--- config.mk ---
export PLATFORM = sky130hd
export DESIGN_NAME = vram_arbiter
export DESIGN_NICKNAME = d
export VERILOG_FILES = /design/src/rtl/vram_pkg.sv /design/src/rtl/vram_wfifo.sv /design/src/rtl/vram_arbiter.sv
export SDC_FILE = /design/constraint.sdc
export NUM_CORES = 1
export LEC_CHECK = 0
export CORE_MARGIN = 1.5
export CORE_UTILIZATION = 44
export DETAILED_ROUTE_END_ITERATION = 16
export PLACE_DENSITY = 0.79
export RECOVER_POWER = 25
export SLEW_MARGIN = 20
export SYNTH_ARGS = -nofsm -noshare
export SYNTH_HDL_FRONTEND = slang
export SYNTH_SLANG_ARGS = --single-unit
--- constraint.sdc ---
create_clock -name clk_50mhz -period 3.16 [get_ports clk_50mhz]
set_clock_uncertainty 0.05 [all_clocks]
set_input_delay 0.316 -clock clk_50mhz [delete_from_list [all_inputs] [get_ports clk_50mhz]]
set_output_delay 0.316 -clock clk_50mhz [all_outputs]
set_load 0.03 [all_outputs]
--- src/rtl/vram_pkg.sv ---
// Shared VRAM definitions: slot encoding and default RAM geometry,
// used by the arbiter and by the VGA top level.
package vram_pkg;

    localparam int VRAM_ADDR_W = 13;
    localparam int VRAM_DATA_W = 8;

    typedef enum logic [1:0] {
        IDLE = 2'd0,
        VRD  = 2'd1,
        CWR  = 2'd2
    } slot_t;

endpackage

--- src/rtl/vram_wfifo.sv ---
// Synchronous CPU write buffer for the VRAM arbiter: power-of-two depth,
// head-of-queue visible on rdata, push rejected while full.
module vram_wfifo #(
    parameter int WIDTH = 21,
    parameter int DEPTH = 4
) (
    input  logic                     clk,
    input  logic                     rst_n,
    input  logic                     push,
    input  logic [WIDTH-1:0]         wdata,
    input  logic                     pop,
    output logic [WIDTH-1:0]         rdata,
    output logic                     full,
    output logic                     empty,
    output logic [$clog2(DEPTH):0]   count
);

    localparam int PTR_W = $clog2(DEPTH);
    localparam logic [PTR_W-1:0] PTR_ONE  = PTR_W'(1'b1);
    localparam logic [PTR_W:0]   CNT_ONE  = (PTR_W+1)'(1'b1);
    localparam logic [PTR_W:0]   CNT_FULL = (PTR_W+1)'(DEPTH);
    localparam logic [PTR_W:0]   CNT_ZERO = {(PTR_W+1){1'b0}};

    logic [WIDTH-1:0] mem_q [DEPTH];
    logic [PTR_W-1:0] wr_ptr_q, wr_ptr_d;
    logic [PTR_W-1:0] rd_ptr_q, rd_ptr_d;
    logic [PTR_W:0]   count_q, count_d;
    logic             push_ok_s;
    logic             pop_ok_s;

    assign full  = (count_q == CNT_FULL);
    assign empty = (count_q == CNT_ZERO);
    assign count = count_q;
    assign rdata = mem_q[rd_ptr_q];

    // Next pointer and occupancy; pointers wrap naturally at the power-of-two depth
    always_comb begin
        push_ok_s = push && !full;
        pop_ok_s  = pop && !empty;
        wr_ptr_d  = wr_ptr_q;
        rd_ptr_d  = rd_ptr_q;
        count_d   = count_q;
        if (push_ok_s) begin
            wr_ptr_d = wr_ptr_q + PTR_ONE;
        end else begin
            wr_ptr_d = wr_ptr_q;
        end
        if (pop_ok_s) begin
            rd_ptr_d = rd_ptr_q + PTR_ONE;
        end else begin
            rd_ptr_d = rd_ptr_q;
        end
        case ({push_ok_s, pop_ok_s})
            2'b10:   count_d = count_q + CNT_ONE;
            2'b01:   count_d = count_q - CNT_ONE;
            default: count_d = count_q;
        endcase
    end

    // Pointer and occupancy registers
    always_ff @(posedge clk or negedge rst_n) begin
        if (!rst_n) begin
            wr_ptr_q <= {PTR_W{1'b0}};
            rd_ptr_q <= {PTR_W{1'b0}};
            count_q  <= CNT_ZERO;
        end else begin
            wr_ptr_q <= wr_ptr_d;
            rd_ptr_q <= rd_ptr_d;
            count_q  <= count_d;
        end
    end

    // Entry storage, cleared on reset so discarded writes cannot resurface
    always_ff @(posedge clk or negedge rst_n) begin
        if (!rst_n) begin
            for (int i = 0; i < DEPTH; i++) begin
                mem_q[i] <= {WIDTH{1'b0}};
            end
        end else if (push_ok_s) begin
            mem_q[wr_ptr_q] <= wdata;
        end
    end

endmodule

--- src/rtl/vram_arbiter.sv ---
// Single-port VRAM arbiter: scanout reads win every slot, buffered CPU writes
// drain into idle slots. Optional dropped-write counter: VRAM_ARB_DROPCNT_EN.
module vram_arbiter
    import vram_pkg::*;
#(
    parameter int ADDR_W     = VRAM_ADDR_W,
    parameter int DATA_W     = VRAM_DATA_W,
    parameter int FIFO_DEPTH = 4
) (
    input  logic              clk_50mhz,
    input  logic              rst_n,
    input  logic              cpu_we,
    input  logic [ADDR_W-1:0] cpu_addr,
    input  logic [DATA_W-1:0] cpu_wdata,
    output logic              cpu_busy,
    input  logic              vga_req,
    input  logic [ADDR_W-1:0] vga_addr,
    output logic [DATA_W-1:0] vga_rdata,
    output logic              vga_valid,
    output logic              ram_en,
    output logic              ram_we,
    output logic [ADDR_W-1:0] ram_addr,
    output logic [DATA_W-1:0] ram_wdata,
    input  logic [DATA_W-1:0] ram_rdata
`ifdef VRAM_ARB_DROPCNT_EN
    ,
    output logic [15:0]       drop_cnt
`endif
);

    localparam int CNT_W  = $clog2(FIFO_DEPTH) + 1;
    localparam int FIFO_W = ADDR_W + DATA_W;
    localparam logic [CNT_W-1:0] CNT_FULL = CNT_W'(FIFO_DEPTH);

    slot_t             slot_q, slot_d;
    logic              ram_en_q, ram_en_d;
    logic              ram_we_q, ram_we_d;
    logic [ADDR_W-1:0] ram_addr_q, ram_addr_d;
    logic [DATA_W-1:0] ram_wdata_q, ram_wdata_d;
    logic              vga_valid_q, vga_valid_d;

    logic              fifo_push_s;
    logic              fifo_pop_s;
    logic              fifo_full_s;
    logic              fifo_empty_s;
    logic [CNT_W-1:0]  fifo_count_s;
    logic [FIFO_W-1:0] fifo_head_s;
    logic [FIFO_W-1:0] wr_entry_s;
    logic              bypass_s;

    vram_wfifo #(
        .WIDTH (FIFO_W),
        .DEPTH (FIFO_DEPTH)
    ) u_wfifo (
        .clk   (clk_50mhz),
        .rst_n (rst_n),
        .push  (fifo_push_s),
        .wdata ({cpu_addr, cpu_wdata}),
        .pop   (fifo_pop_s),
        .rdata (fifo_head_s),
        .full  (fifo_full_s),
        .empty (fifo_empty_s),
        .count (fifo_count_s)
    );

    // Slot decision; an idle slot with an empty buffer writes the incoming request directly
    always_comb begin
        slot_d      = IDLE;
        fifo_push_s = 1'b0;
        fifo_pop_s  = 1'b0;
        bypass_s    = cpu_we && !vga_req && fifo_empty_s;
        if (vga_req) begin
            slot_d = VRD;
        end else if (!fifo_empty_s || cpu_we) begin
            slot_d = CWR;
        end else begin
            slot_d = IDLE;
        end
        if (fifo_empty_s) begin
            wr_entry_s = {cpu_addr, cpu_wdata};
        end else begin
            wr_entry_s = fifo_head_s;
        end
        fifo_push_s = cpu_we && !fifo_full_s && !bypass_s;
        fifo_pop_s  = (slot_d == CWR) && !fifo_empty_s;
    end

    // RAM pin values for the slot being issued; address/data hold when idle
    always_comb begin
        ram_en_d    = 1'b0;
        ram_we_d    = 1'b0;
        ram_addr_d  = ram_addr_q;
        ram_wdata_d = ram_wdata_q;
        vga_valid_d = (slot_q == VRD);
        case (slot_d)
            VRD: begin
                ram_en_d   = 1'b1;
                ram_addr_d = vga_addr;
            end
            CWR: begin
                ram_en_d    = 1'b1;
                ram_we_d    = 1'b1;
                ram_addr_d  = wr_entry_s[FIFO_W-1:DATA_W];
                ram_wdata_d = wr_entry_s[DATA_W-1:0];
            end
            IDLE: begin
                ram_en_d = 1'b0;
            end
            default: begin
                ram_en_d = 1'b0;
            end
        endcase
    end

    // Slot and RAM pin registers
    always_ff @(posedge clk_50mhz or negedge rst_n) begin
        if (!rst_n) begin
            slot_q      <= IDLE;
            ram_en_q    <= 1'b0;
            ram_we_q    <= 1'b0;
            ram_addr_q  <= {ADDR_W{1'b0}};
            ram_wdata_q <= {DATA_W{1'b0}};
            vga_valid_q <= 1'b0;
        end else begin
            slot_q      <= slot_d;
            ram_en_q    <= ram_en_d;
            ram_we_q    <= ram_we_d;
            ram_addr_q  <= ram_addr_d;
            ram_wdata_q <= ram_wdata_d;
            vga_valid_q <= vga_valid_d;
        end
    end

    assign ram_en    = ram_en_q;
    assign ram_we    = ram_we_q;
    assign ram_addr  = ram_addr_q;
    assign ram_wdata = ram_wdata_q;
    assign vga_valid = vga_valid_q;
    assign vga_rdata = ram_rdata;
    assign cpu_busy  = (fifo_count_s == CNT_FULL);

`ifdef VRAM_ARB_DROPCNT_EN
    logic [15:0] drop_cnt_q, drop_cnt_d;

    // Saturating count of writes offered while the buffer was full
    always_comb begin
        drop_cnt_d = drop_cnt_q;
        if (cpu_we && cpu_busy && (drop_cnt_q != 16'hFFFF)) begin
            drop_cnt_d = drop_cnt_q + 16'd1;
        end else begin
            drop_cnt_d = drop_cnt_q;
        end
    end

    // Drop counter register
    always_ff @(posedge clk_50mhz or negedge rst_n) begin
        if (!rst_n) begin
            drop_cnt_q <= 16'd0;
        end else begin
            drop_cnt_q <= drop_cnt_d;
        end
    end

    assign drop_cnt = drop_cnt_q;
`endif

endmodule

After elaboration in Yosys (flattened, before gate mapping)
Cells that the tools add are included.
{"block": "word_totals", "ramBits": 0, "word_cells": 58, "latchBits": 0, "rom_bits": 0, "memories": 0, "register_bits": 117, "out_inout_bits": 33}
{"block": "op_classes", "n_div": 0, "bitwise": 2, "n_shift": 0, "n_lt_le_gt_ge": 3, "mul": 0, "reduce_logical": 17, "n_eq_ne": 6, "addsub": 4, "muxes": 13}
{"cell": "bitwise mux 84 bit", "count": 1}
{"cell": "two-way mux 21 bit", "count": 4}
{"cell": "binary-select mux 21 bit (select 2 bit)", "count": 1}
{"cell": "demux 21 bit (select 2 bit)", "count": 1}
{"cell": "one-hot mux 13 bit (2 select lines)", "count": 1}
{"cell": "logical AND 1 bit", "count": 8}
{"cell": "equality test 2 x 1 -> 1 bit, second input constant", "count": 3}
{"cell": ">= comparator 3 bit, second input constant", "count": 2}
{"cell": "inverter 2 -> 3 bit", "count": 2}
{"cell": "one-hot mux 3 bit (2 select lines)", "count": 1}
{"cell": "adder 2 x 1 -> 2 bit, second input constant", "count": 2}
{"cell": "equality test 2 bit, second input constant", "count": 2}
{"cell": "zero test 1 bit", "count": 4}
{"cell": "two-way mux 2 bit", "count": 2}
{"cell": "nonzero test 2 bit", "count": 2}
{"cell": "adder 3 x 1 -> 3 bit, second input constant", "count": 1}
{"cell": "equality test 3 bit, second input constant", "count": 1}
{"cell": "zero test 3 bit", "count": 1}
{"cell": "less-than comparator 3 x 1 -> 1 bit, second input constant", "count": 1}
{"cell": "subtractor 3 x 1 -> 3 bit, second input constant", "count": 1}
{"cell": "two-way mux 1 bit", "count": 2}
{"cell": "OR reduction 2 bit", "count": 1}
{"cell": "logical OR 1 bit", "count": 1}

Logic depth before layout (Yosys ltp)
{"block": "depth", "word_depth": 10, "mapped_depth": 9, "depth_no_buf": 8}

By module
A second synthesis with hierarchy kept.
{"block": "hier_totals", "cells_unflattened": 357, "area_unflattened_um2": 5451.5}
{"module": "vram_wfifo", "seq_area_each_um2": 2277.2, "n_inst": 1, "cells_per_inst": 242, "area_per_inst_um2": 4060.1}
{"module": "vram_arbiter", "seq_area_each_um2": 625.6, "n_inst": 1, "cells_per_inst": 115, "area_per_inst_um2": 1391.3}

Least setup slack after synthesis
OpenSTA, ideal clock, no wires.
{"block": "synth_timing", "kind": "flip-flop to flip-flop", "start": "register u_wfifo.count_q[2] (netlist: u_wfifo.count[2])", "end": "register u_wfifo.count_q[2] (netlist: u_wfifo.count[2])", "arrival_time_ps": 1915, "setup_slack_ps": 1115, "setup_time_ps": 80, "period_less_slack_ps": 2045, "stages_incl_launch_ff": 9, "required_time_ps": 3030, "cell_sequence": "dfrtp_1 -> nor2b_4 -> o31ai_2 -> ha_1 -> inv_1 -> fa_1 -> xor2_1 -> nor2_1 -> xor2_1"}
{"block": "synth_via", "elab_chain_len": 10, "word_cells_on_any_way": 21, "classes_between": "add/sub: 2; eq/ne: 4; mux: 3; reduce/logical: 12"}
{"item": "start, declared", "line": "vram_wfifo.sv:27", "rtl": "logic [PTR_W:0] count_q, count_d;"}
{"item": "start signal, assigned", "line": "vram_wfifo.sv:69", "rtl": "count_q <= count_d;"}
{"item": "zero test 3 bit", "line": "vram_wfifo.sv:32", "rtl": "assign empty = (count_q == CNT_ZERO);"}
{"item": "zero test 1 bit", "line": "vram_wfifo.sv:39, vram_arbiter.sv:74, vram_arbiter.sv:85"}
{"item": "logical OR 1 bit", "line": "vram_arbiter.sv:74", "rtl": "end else if (!fifo_empty_s || cpu_we) begin"}
{"item": "two-way mux 2 bit", "line": "vram_arbiter.sv:74"}
{"item": "two-way mux 2 bit", "line": "vram_arbiter.sv:72", "rtl": "if (vga_req) begin"}
{"item": "equality test 2 bit", "line": "vram_arbiter.sv:85", "rtl": "fifo_pop_s = (slot_d == CWR) && !fifo_empty_s;"}
{"item": "logical AND 1 bit", "line": "vram_arbiter.sv:85"}
{"item": "logical AND 1 bit", "line": "vram_wfifo.sv:39", "rtl": "pop_ok_s = pop && !empty;"}
{"item": "equality test 2 x 1 -> 1 bit / equality test 2 bit (equally long branches)", "line": "vram_wfifo.sv:53", "rtl": "case ({push_ok_s, pop_ok_s})"}
{"item": "one-hot mux 3 bit (2 select lines) / nonzero test 2 bit (equally long branches)"}
Parallel ways exist; a longest one is shown, timed or not.
A chain may end at the register's enable or synchronous reset.

Worst setup path after layout
{"block": "layout_timing", "start": "register u_wfifo.count_q[0] (netlist: u_wfifo.count[0])", "end": "output cpu_busy"}
{"block": "layout_via", "elab_chain_len": 1}
{"item": "equality test 3 bit", "line": "vram_arbiter.sv:140", "rtl": "assign cpu_busy = (fifo_count_s == CNT_FULL);"}
{"item": "end, declared", "line": "vram_arbiter.sv:15", "rtl": "output logic cpu_busy,"}
Every way passes these cells.

==> metrics.csv <==
metric,value,unit
status,finished clean,
dieArea,0.0131,mm²
post-route-period-util,78.9,%
p_leak,2.73,nW
worst_slew_pin_slew,1.06,ns
synth_edf_count,0,
power.share.clock,22.8,%
synth.cell_area,0.00549,mm²
drive_gt1_share,17.6,%
wire_per_inst,19.9,µm
via_per_inst,5.64,
rows,40,
ys_warn_count,0,
antennaDiodeCount,0,
worstHoldStart,slot_q[1]$_DFF_PN0_,
drc,0,
p_sw_share,34.0,%
clk-insertion-delay-late,0.41,ns
period_minus_slack,2.49,ns
finalWorstSetupSlack,0.667,ns
crit_path_start_kind,register,
ys_ff_latch,117,
holdBufCountCts,1,
ir_drop,0.470,mV
crit_path_max_fanout,10,
initial_core_util,45.3,%
syn_to_final_growth,22.3,%
setup_viol,0,
pwr-share-comb,38.4,%
finalWeightedCongestion,0.794,
switching_power,2.45,mW
dp_cells,582,
required,2.79,ns
min_to,vga_valid$_DFF_PN0_,
syn_nets,426,
worstSetupEndpointType,output pin,
netlist_instances,374,
drt_wl_total,12100,µm
chipHeight,115,µm
dr_total_vias,3438,
clkTransAtPathRegs,0.05,ns
clock_sinks,117,
synthTopCellsByArea,"dfrtp_1 53%, mux2_1 16%, mux4_2 8.6%",
internal_power,4.74,mW
fin_nets,486,
p_per_area,1070,mW/mm²
maxSlewHeadroom,29.1,%
cp_cell_sequence,inv_1 -> and3_1 -> clkdlybuf4s50_1,
pre_cts_ws,0.620,ns
yosysSeqAreaShare,53.4,%
grt_overflow,0,
fp.dieW,115,µm
reg2reg_from,u_wfifo.count[0]$_DFFE_PN0P_,
cts-root-buf,clkbuf_16,
crit_arrival,2.13,ns
path_class,register to output pin,
drv_slew,0,
grtUsageTotal,20.3,%
antenna_found_initial,0,
cpPeakStageDelay,0.74,ns
dr.pass1.iters,4,
first_global_vias,3762,
postSynthAreaPerCell,14.7,µm²
yosysTopAreaCell,dfrtp_1,
port-buffer-count,62,
core_area,0.0121,mm²
fmax,401,MHz
cp_slowest_cell,dfrtp_1,
dp_hpwl,7650,µm
whs_path_depth,1,
cts_buffer_depth,2,
hold_ws,0.342,ns
cts.htree.levels,4,
netlist.area_leader.share,53.4,%
synth.distinct_cells,33,
fin_setup_tns,0,ns
rsz0062_at_grt,false,
worst_hold_path_type,register to register,
post_cts_buffers,0,
numCtsBuffers,17,
p_seq_share,38.8,%
reg2reg_depth,7,
cap_viol_max_count,0,
async_reset_ff_share,100,%
ff2ff_setup_slack,0.76,ns
route.antenna.remaining_nets,0,
grt_pass1_wl,20000,µm
cts_resized,0,
synth_top_flop_cell,dfrtp_1,
drtIter0Drc,250,
hold_viol,0,
worstReg2RegEnd,u_wfifo.count[2]$_DFFE_PN0P_,
grt_max_degree,76,
stdcell_count,610,
pin_count,79,
cts_tree,yes,
## layout by cell type (no fill, tap or decap), types with 2 or more instances in the layout
| master | synthesis | layout |
|---|---|---|
| nand2_1 | 8 | 8 |
| mux4_2 | 21 | 21 |
| a211oi_1 | 8 | 8 |
| mux2_1 | 80 | 80 |
| mux2_2 | 5 | 5 |
| o311ai_4 | 4 | 4 |
| dfrtp_1 | 117 | 117 |
| clkdlybuf4s50_1 | 0 | 61 |
| clkinv_2 | 0 | 5 |
| ha_1 | 5 | 5 |
| buf_4 | 17 | 13 |
| o32ai_2 | 3 | 3 |
| nor3_1 | 27 | 27 |
| xnor2_1 | 2 | 2 |
| clkbuf_8 | 0 | 3 |
| nor2_1 | 4 | 4 |
| nor4_1 | 13 | 13 |
| xor2_1 | 4 | 4 |
| clkbuf_16 | 0 | 17 |
| inv_1 | 7 | 7 |
| o32ai_1 | 10 | 10 |
| a2bb2oi_1 | 8 | 8 |
## per-layer routing
layer / global-route usage, % / routed length [µm]
met1: 24.7 / 5070
met2: 34.5 / 6270
met3: 4.87 / 416
met4: 9.00 / 373
met5: 0 / 0
## worst max-delay path by stage
stage / from / end / slack [ns]
after floorplan: u_wfifo.count[2]$_DFFE_PN0P_ / u_wfifo.count[2]$_DFFE_PN0P_ / 1.12
after CTS: u_wfifo.count[0]$_DFFE_PN0P_ / cpu_busy / 0.64
after global placement: vga_req / u_wfifo.count[2]$_DFFE_PN0P_ / 0.66
after global routing: rst_n / u_wfifo.mem_q[31]$_DFFE_PN0P_ / 0.40
after detailed placement: vga_req / u_wfifo.count[2]$_DFFE_PN0P_ / 0.62
final: u_wfifo.count[0]$_DFFE_PN0P_ / cpu_busy / 0.67
## cells in the mapped netlist (2+ instances only)
| library cell | number |
|---|---|
| inv_1 | 7 |
| buf_6 | 3 |
| xor2_1 | 4 |
| buf_2 | 7 |
| a211oi_1 | 8 |
| nor4_1 | 13 |
| nand2_1 | 8 |
| clkbuf_1 | 8 |
| a2bb2oi_1 | 8 |
| o311ai_4 | 4 |
| nor2_1 | 4 |
| buf_1 | 2 |
| mux4_2 | 21 |
| o32ai_1 | 10 |
| nor3_1 | 27 |
| dfrtp_1 | 117 |
| mux2_2 | 5 |
| o32ai_2 | 3 |
| mux2_1 | 80 |
| xnor2_1 | 2 |
| ha_1 | 5 |
| buf_4 | 17 |
## final cells by class
cell class	count	area (µm²)
repair buffers	78	751
clock buffers	21	470
inverters	7	26.3
clock inverters	6	32.5
multi-input cells	213	2290
fillers	956	5400
flip-flops and latches	117	2930
well taps	168	210
## sequential cells by signal, indices dropped and copies added (netlist names)
name and cells:
u_wfifo.rd_ptr_q 2, ram_wdata 8, u_wfifo.mem_q 84, slot_q 2
ram_en 1, vga_valid 1, u_wfifo.count 3, ram_we 1
ram_addr 13, u_wfifo.wr_ptr_q 2
## power groups by stage
stage               clock [mW]  sequential [mW]  combinational [mW]
finish                    1.64             2.79                2.76
global route              1.73             2.88                2.96
CTS                       1.66             2.78                2.80
detailed placement           0             2.80                2.77
global placement             0             2.74                2.68
floorplan                    0             2.83                1.87
## critical path: cells and delay by family, from the launching register on
kind          cells  cell delay, ns
simple gates      1            0.21
flops             1            0.74
buf+inv           2            0.77
## through the flow
| step | util [%] | instance area (µm²) | total power, mW |
|---|---|---|---|
| after detailed placement | 51.3 | 6220 | 5.56 |
| after floorplan | - | 5490 | 4.71 |
| after global placement | 51.3 | 6220 | 5.42 |
| after global routing | 55.4 | 6710 | 7.57 |
| final | 55.4 | 6710 | 7.18 |
| after CTS | 55.6 | 6730 | 7.24 |
## cell families after synthesis
| logic type | after synthesis | synth area share (%) |
|---|---|---|
| adder cells (fa/ha/maj) | 6 | 1.51 |
| XOR/XNOR | 6 | 0.958 |
| AND/OR/NAND/NOR | 60 | 6.18 |
| buffers and inverters | 44 | 4.74 |
| multiplexers | 107 | 26.2 |
| flip-flops | 117 | 53.4 |
| AO/OA/AOI/OAI | 34 | 7.00 |
No activity file was read; power rests on OpenSTA's default activity.
